--- config.mk ---
export PLATFORM = sky130hd
export DESIGN_NAME = esaxi_mi_ctrl
export DESIGN_NICKNAME = d
export VERILOG_FILES = /design/src/rtl/esaxi_pkg.sv /design/src/rtl/esaxi_rr_arb.sv /design/src/rtl/esaxi_mi_ctrl.sv
export SDC_FILE = /design/constraint.sdc
export NUM_CORES = 1
export LEC_CHECK = 0
export ABC_CLOCK_PERIOD_IN_PS = 1710
export BUFFER_PORTS_ARGS = -buffer_cell sky130_fd_sc_hd__buf_2
export CAP_MARGIN = 25
export CELL_PAD_IN_SITES_DETAIL_PLACEMENT = 0
export CELL_PAD_IN_SITES_GLOBAL_PLACEMENT = 1
export CORE_UTILIZATION = 26
export DETAILED_ROUTE_END_ITERATION = 12
export HOLD_SLACK_MARGIN = 0.08
export PLACE_DENSITY = 0.84
export RECOVER_POWER = 25
export SETUP_SLACK_MARGIN = 0.4
export SYNTH_ARGS = -nofsm -noshare
export SYNTH_HDL_FRONTEND = slang
export SYNTH_HIERARCHICAL = 1
export SYNTH_SLANG_ARGS = --single-unit
--- constraint.sdc ---
create_clock -name s_axi_aclk -period 1.71 [get_ports s_axi_aclk]
set_input_delay 0.342 -clock s_axi_aclk [delete_from_list [all_inputs] [get_ports s_axi_aclk]]
set_output_delay 0.342 -clock s_axi_aclk [all_outputs]
set_load 0.01 [all_outputs]
--- src/rtl/esaxi_pkg.sv ---
// Shared types and constants for the Epiphany AXI-Lite to mi_* bridge.
package esaxi_pkg;

  localparam int MI_AW = 16;
  localparam int MI_DW = 32;

  localparam logic [1:0] RESP_OKAY   = 2'b00;
  localparam logic [1:0] RESP_SLVERR = 2'b10;

  typedef enum logic [3:0] {
    IDLE  = 4'd0,
    WACK  = 4'd1,
    WMEM  = 4'd2,
    BRESP = 4'd3,
    RACK  = 4'd4,
    RMEM  = 4'd5,
    RPIPE = 4'd6,
    RCAP  = 4'd7,
    RRESP = 4'd8
  } state_e;

endpackage

--- src/rtl/esaxi_rr_arb.sv ---
// Two-requester round-robin arbiter (write vs read); resets to write priority.
module esaxi_rr_arb (
  input  logic clk,
  input  logic rst_n,
  input  logic en,
  input  logic req_w,
  input  logic req_r,
  output logic gnt_w,
  output logic gnt_r
);

  logic prio_w;

  always_comb begin
    gnt_w = en & req_w & (~req_r | prio_w);
    gnt_r = en & req_r & ~gnt_w;
  end

  // After a read grant writes win the next conflict, and vice versa.
  always_ff @(posedge clk) begin
    if (!rst_n)              prio_w <= 1'b1;
    else if (gnt_w | gnt_r)  prio_w <= gnt_r;
  end

endmodule

--- src/rtl/esaxi_mi_ctrl.sv ---
// AXI4-Lite slave sequencing the mi_* register-file interface, one transaction at a time.
// Define ESAXI_MI_RDREG_EN for RAMs with registered outputs (adds the RPIPE wait state).
module esaxi_mi_ctrl
  import esaxi_pkg::*;
#(
  parameter int RFAW = 13
) (
  input  logic                 s_axi_aclk,
  input  logic                 s_axi_aresetn,
  input  logic [MI_AW-1:0]     s_axi_awaddr,
  input  logic [2:0]           s_axi_awprot,
  input  logic                 s_axi_awvalid,
  output logic                 s_axi_awready,
  input  logic [MI_DW-1:0]     s_axi_wdata,
  input  logic [MI_DW/8-1:0]   s_axi_wstrb,
  input  logic                 s_axi_wvalid,
  output logic                 s_axi_wready,
  output logic [1:0]           s_axi_bresp,
  output logic                 s_axi_bvalid,
  input  logic                 s_axi_bready,
  input  logic [MI_AW-1:0]     s_axi_araddr,
  input  logic [2:0]           s_axi_arprot,
  input  logic                 s_axi_arvalid,
  output logic                 s_axi_arready,
  output logic [MI_DW-1:0]     s_axi_rdata,
  output logic [1:0]           s_axi_rresp,
  output logic                 s_axi_rvalid,
  input  logic                 s_axi_rready,
  output logic                 mi_clk,
  output logic                 mi_en,
  output logic [MI_DW/8-1:0]   mi_we,
  output logic [MI_AW-1:0]     mi_addr,
  output logic [MI_DW-1:0]     mi_din,
  input  logic [MI_DW-1:0]     mi_rd_data
);

  // Word-aligned and limited to the decoded register space.
  localparam logic [MI_AW-1:0] ADDR_MASK =
    MI_AW'((32'd1 << RFAW) - 32'd1) & ~MI_AW'(3);

`ifdef ESAXI_MI_RDREG_EN
  localparam state_e RD_NEXT = RPIPE;
`else
  localparam state_e RD_NEXT = RCAP;
`endif

  state_e               state, state_nxt;
  logic                 gnt_w, gnt_r;
  logic [MI_AW-1:0]     addr_q;
  logic [MI_DW-1:0]     din_q;
  logic [MI_DW/8-1:0]   we_q;
  logic [MI_DW-1:0]     rdata_q;

  logic unused_prot;
  assign unused_prot = ^{s_axi_awprot, s_axi_arprot};

  esaxi_rr_arb u_arb (
    .clk   (s_axi_aclk),
    .rst_n (s_axi_aresetn),
    .en    (state == IDLE),
    .req_w (s_axi_awvalid & s_axi_wvalid),
    .req_r (s_axi_arvalid),
    .gnt_w (gnt_w),
    .gnt_r (gnt_r)
  );

  always_ff @(posedge s_axi_aclk) begin
    if (!s_axi_aresetn) state <= IDLE;
    else                state <= state_nxt;
  end

  always_comb begin
    state_nxt = state;
    unique case (state)
      IDLE:  if (gnt_w)      state_nxt = WACK;
             else if (gnt_r) state_nxt = RACK;
      WACK:  state_nxt = WMEM;
      WMEM:  state_nxt = BRESP;
      BRESP: if (s_axi_bready) state_nxt = IDLE;
      RACK:  state_nxt = RMEM;
      RMEM:  state_nxt = RD_NEXT;
      RPIPE: state_nxt = RCAP;
      RCAP:  state_nxt = RRESP;
      RRESP: if (s_axi_rready) state_nxt = IDLE;
      default: state_nxt = IDLE;
    endcase
  end

  // mi_* payload only moves on an address/data capture; rdata only in RCAP.
  always_ff @(posedge s_axi_aclk) begin
    if (!s_axi_aresetn) begin
      addr_q  <= '0;
      din_q   <= '0;
      we_q    <= '0;
      rdata_q <= '0;
    end else begin
      if (state == WACK) begin
        addr_q <= s_axi_awaddr & ADDR_MASK;
        din_q  <= s_axi_wdata;
        we_q   <= s_axi_wstrb;
      end
      if (state == RACK) addr_q  <= s_axi_araddr & ADDR_MASK;
      if (state == RCAP) rdata_q <= mi_rd_data;
    end
  end

  assign s_axi_awready = (state == WACK);
  assign s_axi_wready  = (state == WACK);
  assign s_axi_arready = (state == RACK);
  assign s_axi_bvalid  = (state == BRESP);
  assign s_axi_rvalid  = (state == RRESP);
  assign s_axi_bresp   = RESP_OKAY;
  assign s_axi_rresp   = RESP_OKAY;
  assign s_axi_rdata   = rdata_q;

  assign mi_clk  = s_axi_aclk;
  assign mi_en   = (state == WMEM) | (state == RMEM);
  assign mi_we   = (state == WMEM) ? we_q : '0;
  assign mi_addr = addr_q;
  assign mi_din  = din_q;

endmodule

After elaboration in Yosys (flattened, before gate mapping) --
Index checks and enable logic that the tools add are counted.
Word-level totals: register bits after elaboration 84, output and inout bits 95
Cells by class: eq/ne operators 11, mux-type cells 8, bitwise gates (word level) 10, reduce and logical (&&, ||, !) cells 4
Operators with widths (count):
- 4-bit case mux with 8 select lines | 1
- 13-bit 2-to-1 mux | 2
- 4-bit 2-to-1 mux | 5
- 4-bit by 3-bit == test with 1-bit output, second input constant | 4
- 4-bit by 2-bit == test with 1-bit output, second input constant | 2
- 1-bit bitwise AND | 5
- 4-bit by 1-bit == test with 1-bit output, second input constant | 1
- 4-bit == test, second input constant | 1
- 4-bit zero test | 1
- 2-bit by 1-bit inequality test with 1-bit output, second input constant | 2
- 3-bit inequality test, second input constant | 1
- 1-bit OR | 3
- 3-bit AND reduction | 1
- 1-bit NOT | 2
- 2-bit nonzero test | 1
- 2-bit OR reduction | 1

Depth between registers and ports, before layout --
depth in word-level cells 8, mapped depth 7, gate-level depth less buffers 6

Hierarchy --
Netlist, hierarchy kept.
Modules (own cells, without submodules):
- esaxi_mi_ctrl | times used 1, cells an instance 401, area each 3338.2 µm², sequential area each 1661.6 µm²
- esaxi_rr_arb | times used 1, cells an instance 8, area each 56.3 µm², sequential area each 20.0 µm²

==> results.md <==
- The end of the worst register-to-register path is mi_addr[2].
- Dividing the detail-routed via count by the number of cells gives 4.538.
- Before CTS, the worst setup slack after placement is 0.1402 ns.
- For this design, the slowest cell found on the critical path is sky130_fd_sc_hd__or4b_4.
- Setup repair after global routing could not meet its margin everywhere.
- The critical path capture point type is an output pin.
- Sorting the synthesized cells by how often they occur yields sky130_fd_sc_hd__nand2_1 (145), sky130_fd_sc_hd__dfxtp_1 (84), sky130_fd_sc_hd__a21boi_0 (50).
- Summed over all layers, the routed wires come to 11.13 mm.
- The family with the most delay on the worst path is simple AND/OR/NAND/NOR gates.
- The clock network fraction of total power is 31.1%.
- The endpoint of the worst hold-timing path is mi_din[5].
- Traced cell by cell, the critical path runs through or4b_4 > clkinv_4 > buf_6.
- The critical path arrival is 1.52 ns.
- The maximum fanout along the worst path is 4.
- The worst-case IR drop observed on VDD is 0.4158 mV.
- After global routing the overflow that remains totals 0.
- The number of antenna-violating nets in the routed design is 0.
- The number of standard cells after synthesis is 409.
- The biggest area contributor in the post-synthesis netlist is sky130_fd_sc_hd__dfxtp_1.
- The horizontal extent of the die is 116.3 µm.
- The signed area change from the synthesized netlist to the final layout is 70.18%.
- The total of endpoints with negative setup slack in the final report is 10.
- The placeable core area is 12670 µm².
- The number of synthesized register bits is 84.
- The kind of critical path is reg2out.
- The post-route netlist has 54.74% of its cells at a drive strength greater than 1.
- The Yosys step of the flow raised 6 warnings.
- The max-cap violation count is 0.
- The worst setup margin is -0.1552 ns.
- Across the routed clock network, the largest skew measured is 0.007520 ns.
- The initial antenna violation count was 0.
- The total iterations of the first detailed-routing run is 4.
- The number of slew-limit violations in the final report came to 0.
- In this run the mean area of a mapped cell was 8.300 µm².
- The run finished, with violations left.
- The congestion estimate from routability-driven global placement came to 0.7079.
- Input and output buffers added on the ports amount to 182.
- Summing all placed instances gives a cell area of 4504 µm².
- The chip height is 116.3 µm.
- The required time of the worst setup path is 1.37 ns.
- The analysis attributes to net switching a power of 2.494 mW.
- Detailed routing inserted a total of 3608 vias.
- The floorplan has 41 rows.
- The repair_antennas step left the layout with diodes totalling 0.
- Once the floorplan was initialized, standard cells occupied 26.79% of the core.
- After detailed routing, the average wire length per cell comes to 14.00 µm.
- The synthesized design devotes to its leading area cell type 49.54% of total area.
- The critical hold path startpoint is s_axi_wdata[5].
- Sorting the synthesized cells by area gives the leading types as sky130_fd_sc_hd__dfxtp_1 (50%), sky130_fd_sc_hd__nand2_1 (16%), sky130_fd_sc_hd__a21boi_0 (11%).
- The smallest hold slack is 0.1147 ns.
- The share of total power consumed by net switching is 31.95%.
- Clock-pin slew was measured on the worst setup and hold paths at 0.07 ns.
- The filler cells instantiated in the layout total 1267.
- The min-delay analysis places its worst path in the category in2reg.
- The dominant register cell in the synthesized netlist is sky130_fd_sc_hd__dfxtp_1.
- The critical path contains buffers and inverters numbering 2 combined.
- The first global-routing pass estimated 15.95 mm of wire.
- The register-to-register setup slack is 0.03 ns.
- The highest attainable clock frequency is 0.5361 GHz.
- The final reports fail on negative setup slack.
- The number of global-route vias before repair was 3476.
- The quantity of hold-fixing buffers added after cts is 0.
- TritonCTS built the clock tree.
- The highest cell delay on the worst timing path is 0.57 ns.
- The sequential share of power is 32.0%.
- The violation count after the first detailed-route iteration is 93.
- After routing the design area is 5777 µm².
- The wire-length estimate of the detail-placed layout is 6.419 mm.
- The share of the core filled with cells in the final layout is 45.59%.
- The cell-internal power is 5.312 mW.
- After detailed routing, the number of remaining DRC violations is 0.
- The worst setup path is launched from a flop.
- The static leakage power is 2.581 nW.
- The combinational group share of total power is 36.9%.
- After synthesis the cells add up to 3395 µm².
- The later pin in the worst-skew pair is clocked with a latency of 0.45 ns.
- The async set or reset register ratio after synthesis is 0%.
- The overall routing resource usage is 15.59%.
- The start point of the critical path is state[0].
- After layout, the minimum clock period comes to 1.865 ns.
- The number of enable-type register cells in the synthesized netlist is 0.
- The most numerous cell in the Yosys netlist is sky130_fd_sc_hd__nand2_1.
- For the final routed database, the setup TNS stands at -1.163 ns.
- The count of cells along the worst register-to-register path is 6.
- The total I/O pin count is 208.
- The final clock period utilization by the worst path is 109.1%.
- The worst hold path was traced through 3 stages.
- The floorplan die area is 13520 µm².
- After synthesis, the netlist uses 35 different library cells.
- Entering global routing, the biggest net connects 51 pins.
- The proportion of synthesized chip area in sequential cells is 49.54%.
- The power per standard cell area is 1351 nW/µm².
- The post-layout net count is 731.
- In this run the critical register-to-register path is launched from state[1].
- The number of endpoints with negative hold slack in the final report is 0.
## how the worst max path moves through the flow
stage                    end  cells past startpoint
3_3_place_gp        state[2]                      6
6_report       s_axi_arready                      3
2_1_floorplan   s_axi_wready                      5
4_1_cts         s_axi_wready                      3
5_1_grt             mi_we[3]                      4
3_5_place_dp       mi_din[1]                      5
## layout make-up
| type | count | area (µm²) | share of cell area [%] |
|---|---|---|---|
| sequential | 84 | 1718 | 29.74 |
| inverter | 4 | 25.02 | 0.4332 |
| timing repair buffer | 229 | 1659 | 28.72 |
| clock buffer | 13 | 325.3 | 5.631 |
| tap | 172 | 215.2 | 3.725 |
| clock inverter | 7 | 73.82 | 1.278 |
| multi-input combinational | 286 | 1760 | 30.47 |
## registers in the layout (all words and copies together), names as in the netlist
signal and flops:
state 4, we_q 4, mi_addr 11, mi_din 32
s_axi_rdata 32, u_arb/prio_w 1
## what timing repair did
| item | in CTS | in global routing |
|---|---|---|
| buffers inserted | 17 | 3 |
| resized for setup | 98 | 65 |
| setup endpoints to repair | 92 | 117 |
| gates cloned | 7 | 6 |
| pin swaps | 31 | 13 |
## worst reg2reg max path, cell delays in order (launching register included)
cell and delay [ns]:
sky130_fd_sc_hd__dfxtp_2 0.33, sky130_fd_sc_hd__or4b_4 0.56, sky130_fd_sc_hd__buf_4 0.16, sky130_fd_sc_hd__buf_8 0.15, sky130_fd_sc_hd__buf_12 0.14, sky130_fd_sc_hd__o221ai_1 0.17
sky130_fd_sc_hd__nor2_1 0.06
## power by group through the flow
stage / clock network [mW] / logic, mW / registers [mW]
2_1_floorplan: 0.0632 / 1.14 / 2.64
3_3_place_gp: 0.0353 / 1.90 / 2.49
3_5_place_dp: 0.0353 / 1.96 / 2.51
4_1_cts: 2.49 / 2.51 / 2.49
5_1_grt: 2.58 / 3.14 / 2.55
6_report: 2.43 / 2.88 / 2.50
## metal layers
layer	GRT usage (%)	routed length, µm	up-vias
li1	-	-	1760
met1	16.08	4528	1684
met2	29.27	5717	154
met3	4.567	769	10
met4	6.410	113	0
met5	0	0	-
## through the flow
stage	total power [mW]	cells
detailed placement	4.505	743
finish	7.806	795
global route	8.271	795
global placement	4.434	743
floorplan	3.849	417
CTS	7.483	786
## layout by cell type (no fill, tap or decap), types with 3 or more instances in the layout
master / netlist / final
sky130_fd_sc_hd__dfxtp_1: 84 / 55
sky130_fd_sc_hd__clkinv_4: 0 / 3
sky130_fd_sc_hd__buf_6: 3 / 18
sky130_fd_sc_hd__buf_12: 0 / 7
sky130_fd_sc_hd__a21oi_2: 0 / 3
sky130_fd_sc_hd__and2_1: 5 / 4
sky130_fd_sc_hd__a21boi_2: 0 / 7
sky130_fd_sc_hd__buf_2: 8 / 176
sky130_fd_sc_hd__buf_4: 11 / 15
sky130_fd_sc_hd__a31oi_1: 4 / 4
sky130_fd_sc_hd__a21boi_0: 50 / 7
sky130_fd_sc_hd__clkbuf_16: 0 / 17
sky130_fd_sc_hd__o221ai_2: 0 / 6
sky130_fd_sc_hd__nand2_4: 0 / 4
sky130_fd_sc_hd__nor3_1: 8 / 8
sky130_fd_sc_hd__o21ai_1: 0 / 3
sky130_fd_sc_hd__buf_16: 0 / 7
sky130_fd_sc_hd__conb_1: 1 / 9
sky130_fd_sc_hd__nand2_1: 145 / 111
sky130_fd_sc_hd__a21boi_1: 18 / 54
sky130_fd_sc_hd__dfxtp_2: 0 / 29
sky130_fd_sc_hd__nand2_2: 0 / 30
sky130_fd_sc_hd__nor2_1: 13 / 12
## cells by family after synthesis
| group | synth area share [%] |
|---|---|
| buffers and inverters | 7.372 |
| AO/OA/AOI/OAI | 20.13 |
| flip-flops | 49.54 |
| AND/OR/NAND/NOR | 22.85 |
| other | 0.1105 |
No activity file was read; power rests on OpenSTA's default activity.
